[src/rtl/dlc_ff_bank_pkg.sv]
`default_nettype none
// +--------------------------------------------------------------------------+
// | dlc_ff_bank_pkg : shared types and helpers for the DL register bank       |
// | Revision: 1.0                                                             |
// +--------------------------------------------------------------------------+
package dlc_ff_bank_pkg;

    typedef enum logic [0:0] {
        ST_IDLE  = 1'b0,
        ST_CLEAR = 1'b1
    } bank_st_e;

    // Index width for an n-entry selector; never narrower than one bit.
    function automatic int idx_width(input int n);
        return (n > 1) ? $clog2(n) : 1;
    endfunction

endpackage

`default_nettype wire

[src/rtl/dlc_ff_bank_arb_if.sv]
`default_nettype none
// +--------------------------------------------------------------------------+
// | dlc_ff_bank_arb_if : requester / clear / readout bundle of the bank       |
// | Revision: 1.0                                                             |
// +--------------------------------------------------------------------------+
interface dlc_ff_bank_arb_if #(
    parameter int REQS  = 4,
    parameter int SLOTS = 8,
    parameter int WIDTH = 32
);
    import dlc_ff_bank_pkg::*;

    localparam int AW = idx_width(SLOTS);

    logic [REQS-1:0]        req_valid;
    logic [REQS*AW-1:0]     req_addr;
    logic [REQS*WIDTH-1:0]  req_data;
    logic [REQS-1:0]        req_ack;
    logic                   addr_err;
    logic                   clr_start;
    logic                   clr_busy;
    logic                   clr_done;
    logic [SLOTS*WIDTH-1:0] slot_q;

    modport master (
        output req_valid, req_addr, req_data, clr_start,
        input  req_ack, addr_err, clr_busy, clr_done, slot_q
    );

    modport slave (
        input  req_valid, req_addr, req_data, clr_start,
        output req_ack, addr_err, clr_busy, clr_done, slot_q
    );

endinterface

`default_nettype wire

[src/rtl/dlc_ff_bank_rr_pick.sv]
`default_nettype none
// +--------------------------------------------------------------------------+
// | dlc_ff_bank_rr_pick : combinational round-robin pick from a pointer       |
// | Revision: 1.0                                                             |
// +--------------------------------------------------------------------------+
module dlc_ff_bank_rr_pick
    import dlc_ff_bank_pkg::*;
#(
    parameter int REQS = 4
) (
    input  wire logic [REQS-1:0]              elig_i,
    input  wire logic [idx_width(REQS)-1:0]   rr_ptr_i,
    output logic                              gnt_vld_o,
    output logic      [REQS-1:0]              gnt_o,
    output logic      [idx_width(REQS)-1:0]   gnt_idx_o
);

    localparam int IW = idx_width(REQS);

    int             w_pos;
    logic [IW-1:0]  w_idx;
    logic           w_found;

    // Scan upward from the pointer, wrapping; first eligible requester wins.
    always_comb begin
        gnt_vld_o = 1'b0;
        gnt_o     = '0;
        gnt_idx_o = '0;
        w_found   = 1'b0;
        w_pos     = 0;
        w_idx     = '0;
        for (int i = 0; i < REQS; i++) begin
            w_pos = int'(rr_ptr_i) + i;
            if (w_pos >= REQS) begin
                w_pos = w_pos - REQS;
            end
            w_idx = IW'(w_pos);
            if (!w_found && elig_i[w_idx]) begin
                w_found        = 1'b1;
                gnt_vld_o      = 1'b1;
                gnt_o[w_idx]   = 1'b1;
                gnt_idx_o      = w_idx;
            end
        end
    end

endmodule

`default_nettype wire

[src/rtl/dlc_ff_bank_arb.sv]
`default_nettype none
// +--------------------------------------------------------------------------+
// | dlc_ff_bank_arb : round-robin write arbiter + clear sweep for a reg bank  |
// | Revision: 1.0                                                             |
// +--------------------------------------------------------------------------+
module dlc_ff_bank_arb
    import dlc_ff_bank_pkg::*;
#(
    parameter int               REQS  = 4,
    parameter int               SLOTS = 8,
    parameter int               WIDTH = 32,
    parameter logic [WIDTH-1:0] RSTV  = '0
) (
    input  wire logic          clk,
    input  wire logic          reset_n,
    dlc_ff_bank_arb_if.slave   bus
);

    localparam int AW = idx_width(SLOTS);
    localparam int IW = idx_width(REQS);

    bank_st_e           state_q, state_d;
    logic [AW-1:0]      clr_cnt_q, clr_cnt_d;
    logic [IW-1:0]      rr_ptr_q, rr_ptr_d;
    logic [REQS-1:0]    req_ack_q, req_ack_d;
    logic               addr_err_q, addr_err_d;
    logic               clr_done_q, clr_done_d;

    logic [REQS-1:0]    w_elig;
    logic               w_gnt_vld;
    logic [REQS-1:0]    w_gnt;
    logic [IW-1:0]      w_gnt_idx;
    logic [AW-1:0]      w_win_addr;
    logic [WIDTH-1:0]   w_win_data;
    logic [SLOTS-1:0]   w_hit;
    logic [SLOTS-1:0]   w_clr_sel;
    logic [SLOTS-1:0]   w_wr_en;
    logic [WIDTH-1:0]   w_wr_data;

    // A requester is masked in its ack cycle so a late-dropped valid cannot win twice.
    assign w_elig = bus.req_valid & ~req_ack_q;

    dlc_ff_bank_rr_pick #(
        .REQS (REQS)
    ) u_rr_pick (
        .elig_i    (w_elig),
        .rr_ptr_i  (rr_ptr_q),
        .gnt_vld_o (w_gnt_vld),
        .gnt_o     (w_gnt),
        .gnt_idx_o (w_gnt_idx)
    );

    always_comb begin
        w_win_addr = '0;
        w_win_data = '0;
        for (int r = 0; r < REQS; r++) begin
            if (w_gnt[r]) begin
                w_win_addr = bus.req_addr[r*AW +: AW];
                w_win_data = bus.req_data[r*WIDTH +: WIDTH];
            end
        end
    end

    always_comb begin
        state_d    = state_q;
        clr_cnt_d  = clr_cnt_q;
        rr_ptr_d   = rr_ptr_q;
        req_ack_d  = '0;
        addr_err_d = 1'b0;
        clr_done_d = 1'b0;
        w_wr_en    = '0;
        w_wr_data  = w_win_data;
        case (state_q)
            ST_IDLE: begin
                if (bus.clr_start) begin
                    state_d   = ST_CLEAR;
                    clr_cnt_d = '0;
                end else if (w_gnt_vld) begin
                    // An address with no matching slot is acked but dropped.
                    w_wr_en    = w_hit;
                    req_ack_d  = w_gnt;
                    addr_err_d = ~|w_hit;
                    rr_ptr_d   = (w_gnt_idx == IW'(REQS-1)) ? '0 : w_gnt_idx + IW'(1);
                end
            end
            ST_CLEAR: begin
                w_wr_en   = w_clr_sel;
                w_wr_data = RSTV;
                if (clr_cnt_q == AW'(SLOTS-1)) begin
                    state_d    = ST_IDLE;
                    clr_cnt_d  = '0;
                    clr_done_d = 1'b1;
                end else begin
                    clr_cnt_d = clr_cnt_q + AW'(1);
                end
            end
            default: begin
                state_d = ST_IDLE;
            end
        endcase
    end

    always_ff @(posedge clk or negedge reset_n) begin
        if (!reset_n) begin
            state_q    <= ST_IDLE;
            clr_cnt_q  <= '0;
            rr_ptr_q   <= '0;
            req_ack_q  <= '0;
            addr_err_q <= 1'b0;
            clr_done_q <= 1'b0;
        end else begin
            state_q    <= state_d;
            clr_cnt_q  <= clr_cnt_d;
            rr_ptr_q   <= rr_ptr_d;
            req_ack_q  <= req_ack_d;
            addr_err_q <= addr_err_d;
            clr_done_q <= clr_done_d;
        end
    end

    for (genvar s = 0; s < SLOTS; s++) begin : g_slot
        logic [WIDTH-1:0] data_q;

        assign w_hit[s]     = (w_win_addr == AW'(s));
        assign w_clr_sel[s] = (clr_cnt_q == AW'(s));

        always_ff @(posedge clk or negedge reset_n) begin
            if (!reset_n) begin
                data_q <= RSTV;
            end else if (w_wr_en[s]) begin
                data_q <= w_wr_data;
            end
        end

        assign bus.slot_q[s*WIDTH +: WIDTH] = data_q;
    end

    assign bus.req_ack  = req_ack_q;
    assign bus.addr_err = addr_err_q;
    assign bus.clr_done = clr_done_q;
    assign bus.clr_busy = (state_q == ST_CLEAR);

endmodule

`default_nettype wire

[src/flat_wrapper.sv]
// flat-port wrapper written by rule: the top's interface ports become plain ports
module dlc_ff_bank_arb_flat import dlc_ff_bank_pkg::*;
#(
    parameter int               REQS  = 4,
    parameter int               SLOTS = 8,
    parameter int               WIDTH = 32,
    parameter logic [WIDTH-1:0] RSTV  = '0
)
  (clk, reset_n, bus_req_valid, bus_req_addr, bus_req_data, bus_clr_start, bus_req_ack, bus_addr_err, bus_clr_busy, bus_clr_done, bus_slot_q);
  dlc_ff_bank_arb_if #(.REQS(REQS), .SLOTS(SLOTS), .WIDTH(WIDTH)) bus_i ();
  input  wire logic clk;
  input  wire logic reset_n;
  input wire logic [$bits(bus_i.req_valid)-1:0] bus_req_valid;
  input wire logic [$bits(bus_i.req_addr)-1:0] bus_req_addr;
  input wire logic [$bits(bus_i.req_data)-1:0] bus_req_data;
  input wire logic [$bits(bus_i.clr_start)-1:0] bus_clr_start;
  output wire logic [$bits(bus_i.req_ack)-1:0] bus_req_ack;
  output wire logic [$bits(bus_i.addr_err)-1:0] bus_addr_err;
  output wire logic [$bits(bus_i.clr_busy)-1:0] bus_clr_busy;
  output wire logic [$bits(bus_i.clr_done)-1:0] bus_clr_done;
  output wire logic [$bits(bus_i.slot_q)-1:0] bus_slot_q;
  assign bus_i.req_valid = bus_req_valid;
  assign bus_i.req_addr = bus_req_addr;
  assign bus_i.req_data = bus_req_data;
  assign bus_i.clr_start = bus_clr_start;
  assign bus_req_ack = bus_i.req_ack;
  assign bus_addr_err = bus_i.addr_err;
  assign bus_clr_busy = bus_i.clr_busy;
  assign bus_clr_done = bus_i.clr_done;
  assign bus_slot_q = bus_i.slot_q;
  dlc_ff_bank_arb #(.REQS(REQS), .SLOTS(SLOTS), .WIDTH(WIDTH), .RSTV(RSTV)) u_core (.clk(clk), .reset_n(reset_n), .bus(bus_i));
endmodule
[config.mk]
export PLATFORM = sky130hd
export DESIGN_NAME = dlc_ff_bank_arb_flat
export DESIGN_NICKNAME = d
export VERILOG_FILES = /design/src/rtl/dlc_ff_bank_pkg.sv /design/src/rtl/dlc_ff_bank_arb_if.sv /design/src/rtl/dlc_ff_bank_rr_pick.sv /design/src/rtl/dlc_ff_bank_arb.sv /design/src/flat_wrapper.sv
export SDC_FILE = /design/constraint.sdc
export NUM_CORES = 1
export LEC_CHECK = 0
export ABC_AREA = 1
export CORE_AREA = 3 3 229 231
export DETAILED_ROUTE_END_ITERATION = 16
export DIE_AREA = 0 0 232 234
export PLACE_DENSITY_LB_ADDON = 0.15
export SYNTH_ARGS = -nofsm -noshare
export SYNTH_HDL_FRONTEND = slang
export SYNTH_SLANG_ARGS = --single-unit
[constraint.sdc]
create_clock -name clk -period 3.97 [get_ports clk]
set_input_delay 0.794 -clock clk [delete_from_list [all_inputs] [get_ports clk]]
set_output_delay 0.794 -clock clk [all_outputs]
set_load 0.02 [all_outputs]
==> results of run 1 <==
where the power goes:
part / switching (mW) / internal (mW) / leakage (nW)
logic: 6.12 / 3.11 / 5.19
registers: 0.562 / 3.50 / 3.69
clock network: 1.32 / 1.82 / 0.560
total: 8.00 / 8.43 / 9.43
worst min path at each step:
stage | endpoint | slack [ns] | depth (start not counted)
2_1_floorplan | asynchronous set/reset pin | 0.50 | 0
3_3_place_gp | u_core.g_slot[1].data_q[5] | 0.48 | 2
3_5_place_dp | u_core.g_slot[1].data_q[5] | 0.49 | 2
4_1_cts | u_core.g_slot[1].data_q[12] | 0.29 | 1
5_1_grt | u_core.bus.req_ack[0] | 0.29 | 1
6_report | u_core.bus.req_ack[0] | 0.24 | 1
through the flow:
stage | util (%) | area (um^2) | instances | hold slack [ns]
finish | 37.8 | 19000 | 2702 | 0.240
global placement | 35.5 | 17900 | 2638 | 0.480
CTS | 37.8 | 19000 | 2701 | 0.287
floorplan | - | 12600 | 1577 | 0.498
detailed placement | 35.5 | 17900 | 2638 | 0.485
global route | 37.8 | 19000 | 2701 | 0.292
final cells by class:
cell class / instances / share of cell area, %
flip-flops and latches: 268 / 35.3
multi-input cells: 1171 / 28.2
repair buffers: 495 / 25.5
clock buffers: 53 / 5.44
well taps: 672 / 4.42
inverters: 32 / 0.632
clock inverters: 10 / 0.546
diodes: 1 / 0.0132
metal layers:
metal	GRT usage, %	up-vias
met5	0	-
met4	6.24	2
li1	-	6044
met3	5.14	80
met1	28.2	6252
met2	35.3	416
registers in the layout, summed over array words and instances, names as in the netlist, named ones only:
| signal | cells |
|---|---|
| u_core.bus.req_ack | 4 |
| u_core.bus.addr_err | 1 |
| u_core.g_slot.data_q | 256 |
| u_core.rr_ptr_q | 1 |
| u_core.bus.clr_busy | 1 |
| u_core.clr_cnt_q | 3 |
| u_core.bus.clr_done | 1 |
cells in the final DEF, fill, tap and decap left out, types with 13 or more instances in the layout:
master and n:
sky130_fd_sc_hd__nand2_1 608, sky130_fd_sc_hd__clkdlybuf4s50_1 408, sky130_fd_sc_hd__nand3_1 361, sky130_fd_sc_hd__dfrtp_1 267, sky130_fd_sc_hd__buf_4 78, sky130_fd_sc_hd__a21oi_1 74
sky130_fd_sc_hd__clkbuf_16 35, sky130_fd_sc_hd__inv_1 26, sky130_fd_sc_hd__nor2_1 21, sky130_fd_sc_hd__or2_2 21, sky130_fd_sc_hd__nand4_1 21, sky130_fd_sc_hd__nand2_2 16
sky130_fd_sc_hd__ha_1 13
worst reg2reg max path, cell delays in order, from the launching register on:
cell,delay (ns)
sky130_fd_sc_hd__dfrtp_1,0.60
sky130_fd_sc_hd__inv_2,0.18
sky130_fd_sc_hd__ha_1,0.38
sky130_fd_sc_hd__inv_1,0.17
sky130_fd_sc_hd__nand3_1,0.10
sky130_fd_sc_hd__nand2_1,0.12
sky130_fd_sc_hd__nand2_2,0.08
sky130_fd_sc_hd__nor2_4,0.14
sky130_fd_sc_hd__nand2_2,0.10
sky130_fd_sc_hd__o21ai_4,0.19
sky130_fd_sc_hd__buf_4,0.25
sky130_fd_sc_hd__nor2_1,0.10
sky130_fd_sc_hd__nand2_1,0.07
sky130_fd_sc_hd__nand2_1,0.08
sky130_fd_sc_hd__nand2_1,0.22
sky130_fd_sc_hd__inv_1,0.09
sky130_fd_sc_hd__nand2_1,0.07
sky130_fd_sc_hd__buf_4,0.37
sky130_fd_sc_hd__nand3_1,0.18
sky130_fd_sc_hd__nand2_1,0.09
cells by family after synthesis:
kind of cell / after synthesis / synth area share [%]
compound gates: 100 / 4.45
flops: 268 / 53.2
buf+inv: 138 / 4.66
other cells: 1 / 0.0298
simple gates: 1056 / 36.3
fa+ha+maj: 13 / 1.29
xor+xnor: 1 / 0.0695
==> qor_table.md, run 1 <==
| Step | Metric | Value |
|:---|:---|:---|
| critical path | Reg2Reg Setup Slack | 0.33 ns |
| clocking | Clock insertion delay at the later pin of the skew report | 0.55 ns |
| clocking | Maximum level of the CTS H-tree | 2 |
| synthesis | Top post-synthesis cells by area | sky130_fd_sc_hd__dfrtp_1 (53%), sky130_fd_sc_hd__nand2_1 (18%), sky130_fd_sc_hd__nand3_1 (14%), sky130_fd_sc_hd__a21oi_1 (2.9%), sky130_fd_sc_hd__clkbuf_1 (1.7%) |
| detailed routing | DRC errors left | 0 |
| clocking | Number of resized instances in the post-cts repair step | 0 |
| critical path | Crit path depth | 19 |
| detailed routing | Top Metal Used | met5 |
| floorplan | Die Outline Area | 54300 um^2 |
| floorplan | Core Rows | 82 |
| critical path | Slowest cell delay on critical path | 0.60 ns |
| floorplan | Die boundary height | 234 um |
| clocking | Hold Buf Count CTS | 0 |
| place | Placer congestion estimate | 0.888 |
| timing | Number of endpoints with negative hold slack in the final report | 0 |
| synthesis | Dominant cell type by area after synthesis | sky130_fd_sc_hd__dfrtp_1 |
| clocking | Clock root buffer master | sky130_fd_sc_hd__clkbuf_16 |
| floorplan | Core area | 50300 um^2 |
| synthesis | Number of enable flip-flop cells after synthesis | 0 |
| detailed routing | Wire per inst | 22.1 um |
| detailed routing | Starting DRT DRC Count | 867 |
| critical path | Family with the most delay on the worst path | simple AND/OR/NAND/NOR gates |
| critical path | Crit path max fanout | 32 |
| place | Half-perimeter wire length after placement | 43200 um |
| detailed routing | Detailed-route vias per instance | 4.74 |
| finish | Ratio of cells with drive above 1 in the final layout | 9.61% |
| finish | Area occupied by registers | 6710 um^2 |
| global routing | Largest net degree at the start of global routing | 86 |
| finish | Area taken by multi-input logic gates | 5350 um^2 |
| synthesis | Flip-flop and latch count after synthesis | 268 |
| clocking | Clock sink total | 268 |
| synthesis | Sequential fraction of the synthesis area | 53.2% |
| timing | Clock skew | 0.0283 ns |
| timing | Top achievable clock speed | 0.275 GHz |
| critical path | Critical register-to-register path endpoint | u_core.g_slot[5].data_q[11] |
| detailed routing | Met2 Routed Length | 27900 um |
| floorplan | Die width | 232 um |
| global routing | Sum of overflow across all layers after global routing | 0 |
| global routing | Antenna violations before repair | 1 |
| timing | Worst Max-Slew Pin Slew | 1.03 ns |
| pwr | VDD IR-drop max | 0.348 mV |
| run status | Result of the run | complete, no violations |
| clocking | Number of buffers inserted during clock tree synthesis | 35 |
| synthesis | Area share of the leading cell type in the synthesized netlist | 53.2% |
| timing | RSZ-0062 raised after global routing | no |
| synthesis | Summed instance area of the synthesized netlist | 12600 um^2 |
| synthesis | Count of synthesis-stage warnings from yosys | 0 |
| timing | Tightest slew margin relative to the limit | 31.6% |
| critical path | Master of the slowest instance on the critical path | sky130_fd_sc_hd__dfrtp_1 |
| pwr | Total Power | 16.4 mW |
| finish | Syn-to-layout area delta | 50.8% |
| floorplan | Initial Util | 25.1% |
| pwr | Leak Pwr | 9.43 nW |
| synthesis | Share of flip-flops with an asynchronous set or reset after synthesis | 100% |
| detailed routing | Number of antenna-violating nets in the routed design | 0 |
| timing | Total of endpoints with negative setup slack in the final report | 0 |
| synthesis | Count of distinct cell types in the synthesized netlist | 30 |
| critical path | Most Frequent Cell on Critical Path | sky130_fd_sc_hd__nand2_1 |
| detailed routing | Routed Wire Length | 59800 um |
| global routing | Tot GR Track Use | 21.4% |
| detailed routing | Met3 layer wire length in the routed design | 4000 um |
| critical path | Endpoint required time on the critical path | 4.45 ns |
| timing | Post-Route Setup TNS | 0 ns |
| clocking | TritonCTS clock tree | built |
| detailed routing | M1 WL | 26200 um |
| job | Number of maximum-capacitance violations | 0 |
| clocking | Post-CTS setup-driven buffer insertion count | 0 |
| global routing | Global-route wire length before repair | 86600 um |
| detailed routing | Total via count in the routed design | 12794 |
| place | IO Port Bufs | 409 |
| critical path | Worst Setup Path Type | reg -> reg |
| timing | Pins Over Slew Limit | 0 |
| floorplan | Count of pins on the block boundary | 410 |
| global routing | Vias in the first global route | 12836 |
| synthesis | Cell with the most instances after synthesis | sky130_fd_sc_hd__nand2_1 |
| timing | Post-layout minimum cycle time | 3.64 ns |
| min path | Hold WC Path Type | in -> async |
| critical path | Cell count of the worst reg-to-reg path | 19 |
| synthesis | Syn_nets | 1737 |
| synthesis | Top flip-flop cell by instance count after synthesis | sky130_fd_sc_hd__dfrtp_1 |
| timing | Worst-case setup margin in the final layout | 0.333 ns |
| clocking | Maximum clock insertion buffer count | 3 |
| finish | Net total in the final layout | 2163 |
| critical path | Crit path launch type | flop |
| place | DP Worst Slack | 0.180 ns |
| critical path | Buffers & Inverters on Critical Path | 5 |
| finish | Filler cell count in the final layout | 5214 |
| synthesis | Avg Inst Size Synth | 7.99 um^2 |
| critical path | Arrival time reported for the critical path endpoint | 4.11 ns |
| synthesis | Post-Synthesis Cells | 1577 |
| critical path | Worst Setup End Kind | flop |
| critical path | Capture point of the critical path | u_core.g_slot[5].data_q[11] |
| clocking | Clock slew at the register clock pins of the worst setup and hold paths | 0.06 ns |
| synthesis | Most frequent cells after synthesis | sky130_fd_sc_hd__nand2_1 (612), sky130_fd_sc_hd__nand3_1 (364), sky130_fd_sc_hd__dfrtp_1 (268) |
| detailed routing | Count of TritonRoute iterations in the first routing pass | 5 |
| critical path | Sequence of cells on the critical path | inv_2 > ha_1 > inv_1 > nand3_1 > nand2_1 > nand2_2 > nor2_4 > nand2_2 > o21ai_4 > buf_4 > nor2_1 > nand2_1 > nand2_1 > nand2_1 > inv_1 > nand2_1 > buf_4 > nand3_1 > nand2_1 |
| pwr | PD cells | 864 nW/um^2 |
| timing | Fin crit share | 91.6% |
Note: power is estimated with default switching activity, not from simulation.
==> inputs of run 2 (changes only) <==
CELL_PAD_IN_SITES_DETAIL_PLACEMENT = 1   (was default)
CELL_PAD_IN_SITES_GLOBAL_PLACEMENT = 1   (was default)
SKIP_LAST_GASP = 1   (was default)
==> qor_table.md, run 2 (synthesized netlist as in run 1, its figures left out) <==
| Step | Metric | Value |
|:---|:---|:---|
| run status | Result of the run | complete, no violations |
| floorplan | Die boundary height | 234 um |
| timing | Tightest slew margin relative to the limit | 32.6% |
| timing | Pins Over Slew Limit | 0 |
| critical path | Reg2Reg Setup Slack | 0.34 ns |
| detailed routing | DRC errors left | 0 |
| clocking | Clock insertion delay at the later pin of the skew report | 0.56 ns |
| detailed routing | Detailed-route vias per instance | 4.83 |
| job | Number of maximum-capacitance violations | 0 |
| place | Half-perimeter wire length after placement | 46100 um |
| critical path | Crit path max fanout | 22 |
| pwr | VDD IR-drop max | 0.427 mV |
| global routing | Tot GR Track Use | 22.9% |
| global routing | Largest net degree at the start of global routing | 76 |
| place | Placer congestion estimate | 0.846 |
| finish | Number of flip-flops in the largest register | 256 |
| critical path | Most Frequent Cell on Critical Path | sky130_fd_sc_hd__nand2_1 |
| global routing | Vias in the first global route | 13878 |
| critical path | Worst Setup End Kind | flop |
| critical path | Master of the slowest instance on the critical path | sky130_fd_sc_hd__dfrtp_2 |
| floorplan | Die width | 232 um |
| floorplan | Core Rows | 82 |
| critical path | Worst Setup Path Type | reg -> reg |
| detailed routing | Total via count in the routed design | 13061 |
| critical path | Endpoint required time on the critical path | 4.45 ns |
| critical path | Sequence of cells on the critical path | inv_1 > ha_1 > inv_1 > nand3_1 > nand2_1 > nand2_2 > nor2_4 > nand3_1 > nand2_2 > inv_2 > nand2_1 > nand2_1 > nand2_1 > nand3_1 > inv_4 > nand2_2 > nand2_1 > buf_6 > nand2_1 > nand2_1 |
| critical path | Critical R2R Launch | u_core.rr_ptr_q[1] |
| timing | Number of endpoints with negative hold slack in the final report | 0 |
| clocking | TritonCTS clock tree | built |
| timing | RSZ-0062 raised after global routing | no |
| clocking | Number of buffers inserted during clock tree synthesis | 36 |
| clocking | Maximum clock insertion buffer count | 3 |
| global routing | Global-route wire length before repair | 92400 um |
| place | DP Worst Slack | -0.0402 ns |
| finish | Most flops, register | u_core.g_slot.data_q |
| timing | Post-layout minimum cycle time | 3.63 ns |
| detailed routing | Routed Wire Length | 63100 um |
| critical path | Cell count of the worst reg-to-reg path | 20 |
| clocking | Clock root buffer master | sky130_fd_sc_hd__clkbuf_16 |
| detailed routing | Wire per inst | 23.3 um |
| clocking | Maximum level of the CTS H-tree | 2 |
| timing | Worst-case setup margin in the final layout | 0.337 ns |
| global routing | Antenna violations before repair | 5 |
| detailed routing | Count of TritonRoute iterations in the first routing pass | 5 |
| timing | Clock skew | 0.0231 ns |
| global routing | Sum of overflow across all layers after global routing | 0 |
| finish | Commonest non-fill, non-tap cells in the layout | sky130_fd_sc_hd__nand2_1 (606), sky130_fd_sc_hd__clkdlybuf4s50_1 (408), sky130_fd_sc_hd__nand3_1 (361) |
| finish | Syn-to-layout area delta | 51.2% |
| floorplan | Count of pins on the block boundary | 410 |
| critical path | Arrival time reported for the critical path endpoint | 4.12 ns |
| clocking | Clock sink total | 268 |
| min path | Hold WC Path Type | in -> async |
| finish | Net total in the final layout | 2167 |
| pwr | Leak Pwr | 9.46 nW |
| place | IO Port Bufs | 409 |
| finish | Most common cell after layout, fill and taps aside | sky130_fd_sc_hd__nand2_1 |
| floorplan | Initial Util | 25.1% |
| critical path | Slowest cell delay on critical path | 0.47 ns |
| floorplan | Core area | 50300 um^2 |
| clocking | Hold Buf Count CTS | 0 |
| pwr | PD cells | 882 nW/um^2 |
| timing | Worst Max-Slew Pin Slew | 1.01 ns |
| timing | Top achievable clock speed | 0.275 GHz |
| clocking | Clock slew at the register clock pins of the worst setup and hold paths | 0.05 ns |
| floorplan | Die Outline Area | 54300 um^2 |
| detailed routing | Number of antenna-violating nets in the routed design | 0 |
| timing | Fin crit share | 91.5% |
| critical path | Critical register-to-register path endpoint | u_core.g_slot[7].data_q[17] |
| detailed routing | Starting DRT DRC Count | 848 |
| critical path | Crit path launch type | flop |
| pwr | Total Power | 16.8 mW |
| timing | Total of endpoints with negative setup slack in the final report | 0 |
| finish | Ratio of cells with drive above 1 in the final layout | 9.91% |
-- run 2: changes by cell type in the layout (fill, tap and decap cells not counted), moves of 2 or more --
| cell | change |
|---|---|
| sky130_fd_sc_hd__diode_2 | +3 |
| sky130_fd_sc_hd__buf_4 | +2 |
| sky130_fd_sc_hd__clkbuf_8 | -3 |
| sky130_fd_sc_hd__nand2_1 | -2 |
| sky130_fd_sc_hd__bufinv_16 | +2 |
| sky130_fd_sc_hd__nand2_2 | +2 |
| sky130_fd_sc_hd__clkbuf_1 | -3 |
-- run 2: timing repair --
action                     in CTS  in global routing
setup endpoints to repair       0                 49
buffers inserted                0                  0
resized for setup               0                  4
-- run 2: how the worst max path moves through the flow --
stage	from	end	slack (ns)	depth (start not counted)
4_1_cts	u_core.rr_ptr_q[1]	u_core.g_slot[7].data_q[17]	0.1	20
3_5_place_dp	bus_req_valid[2]	u_core.g_slot[7].data_q[11]	-0.04	19
5_1_grt	u_core.rr_ptr_q[1]	u_core.g_slot[7].data_q[3]	0.04	20
2_1_floorplan	flop	u_core.g_slot[6].data_q[31]	1.06	18
6_report	u_core.rr_ptr_q[1]	u_core.g_slot[7].data_q[17]	0.34	20
3_3_place_gp	bus_req_valid[3]	u_core.g_slot[7].data_q[31]	-0.03	20
-- run 2: through the flow --
step / utilization (%) / setup TNS, ns / hold WS, ns / instance area [um^2] / std cells
final: 37.9 / 0 / 0.230 / 19100 / 2704
after global routing: 37.9 / 0 / 0.275 / 19100 / 2702
after CTS: 37.9 / 0 / 0.257 / 19000 / 2700
after detailed placement: 35.6 / -0.717 / 0.489 / 17900 / 2641
after global placement: 35.6 / -0.307 / 0.481 / 17900 / 2641
after floorplan: - / 0 / 0.498 / 12600 / 1577
-- run 2: report_power, final --
group / internal [mW] / switching (mW)
Clock: 1.91 / 1.28
Combinational: 3.18 / 6.28
Sequential: 3.50 / 0.652
-- run 2: final cells by class --
cell class | instances | area, um^2
Timing Repair Buffer | 498 | 4870
Sequential cell | 268 | 6710
Antenna cell | 4 | 10.0
Multi-Input combinational cell | 1171 | 5360
Clock buffer | 48 | 1010
Inverter | 32 | 123
Fill cell | 5914 | 31200
Tap cell | 672 | 841
Clock inverter | 11 | 138
-- run 2: per-layer routing --
metal	wire length (um)	up-vias	global-route usage, %
li1	-	6030	-
met1	28000	6586	30.1
met2	29500	365	37.6
met3	3770	76	5.30
met4	1680	4	6.66
met5	34	-	0
-- run 2: worst max-delay path: cells and delay by family (launching register included) --
family                   cells  cell delay (ns)
adder cells (fa/ha/maj)      1             0.32
AND/OR/NAND/NOR             14             1.76
buffers and inverters        5             1.00
flip-flops                   1             0.47
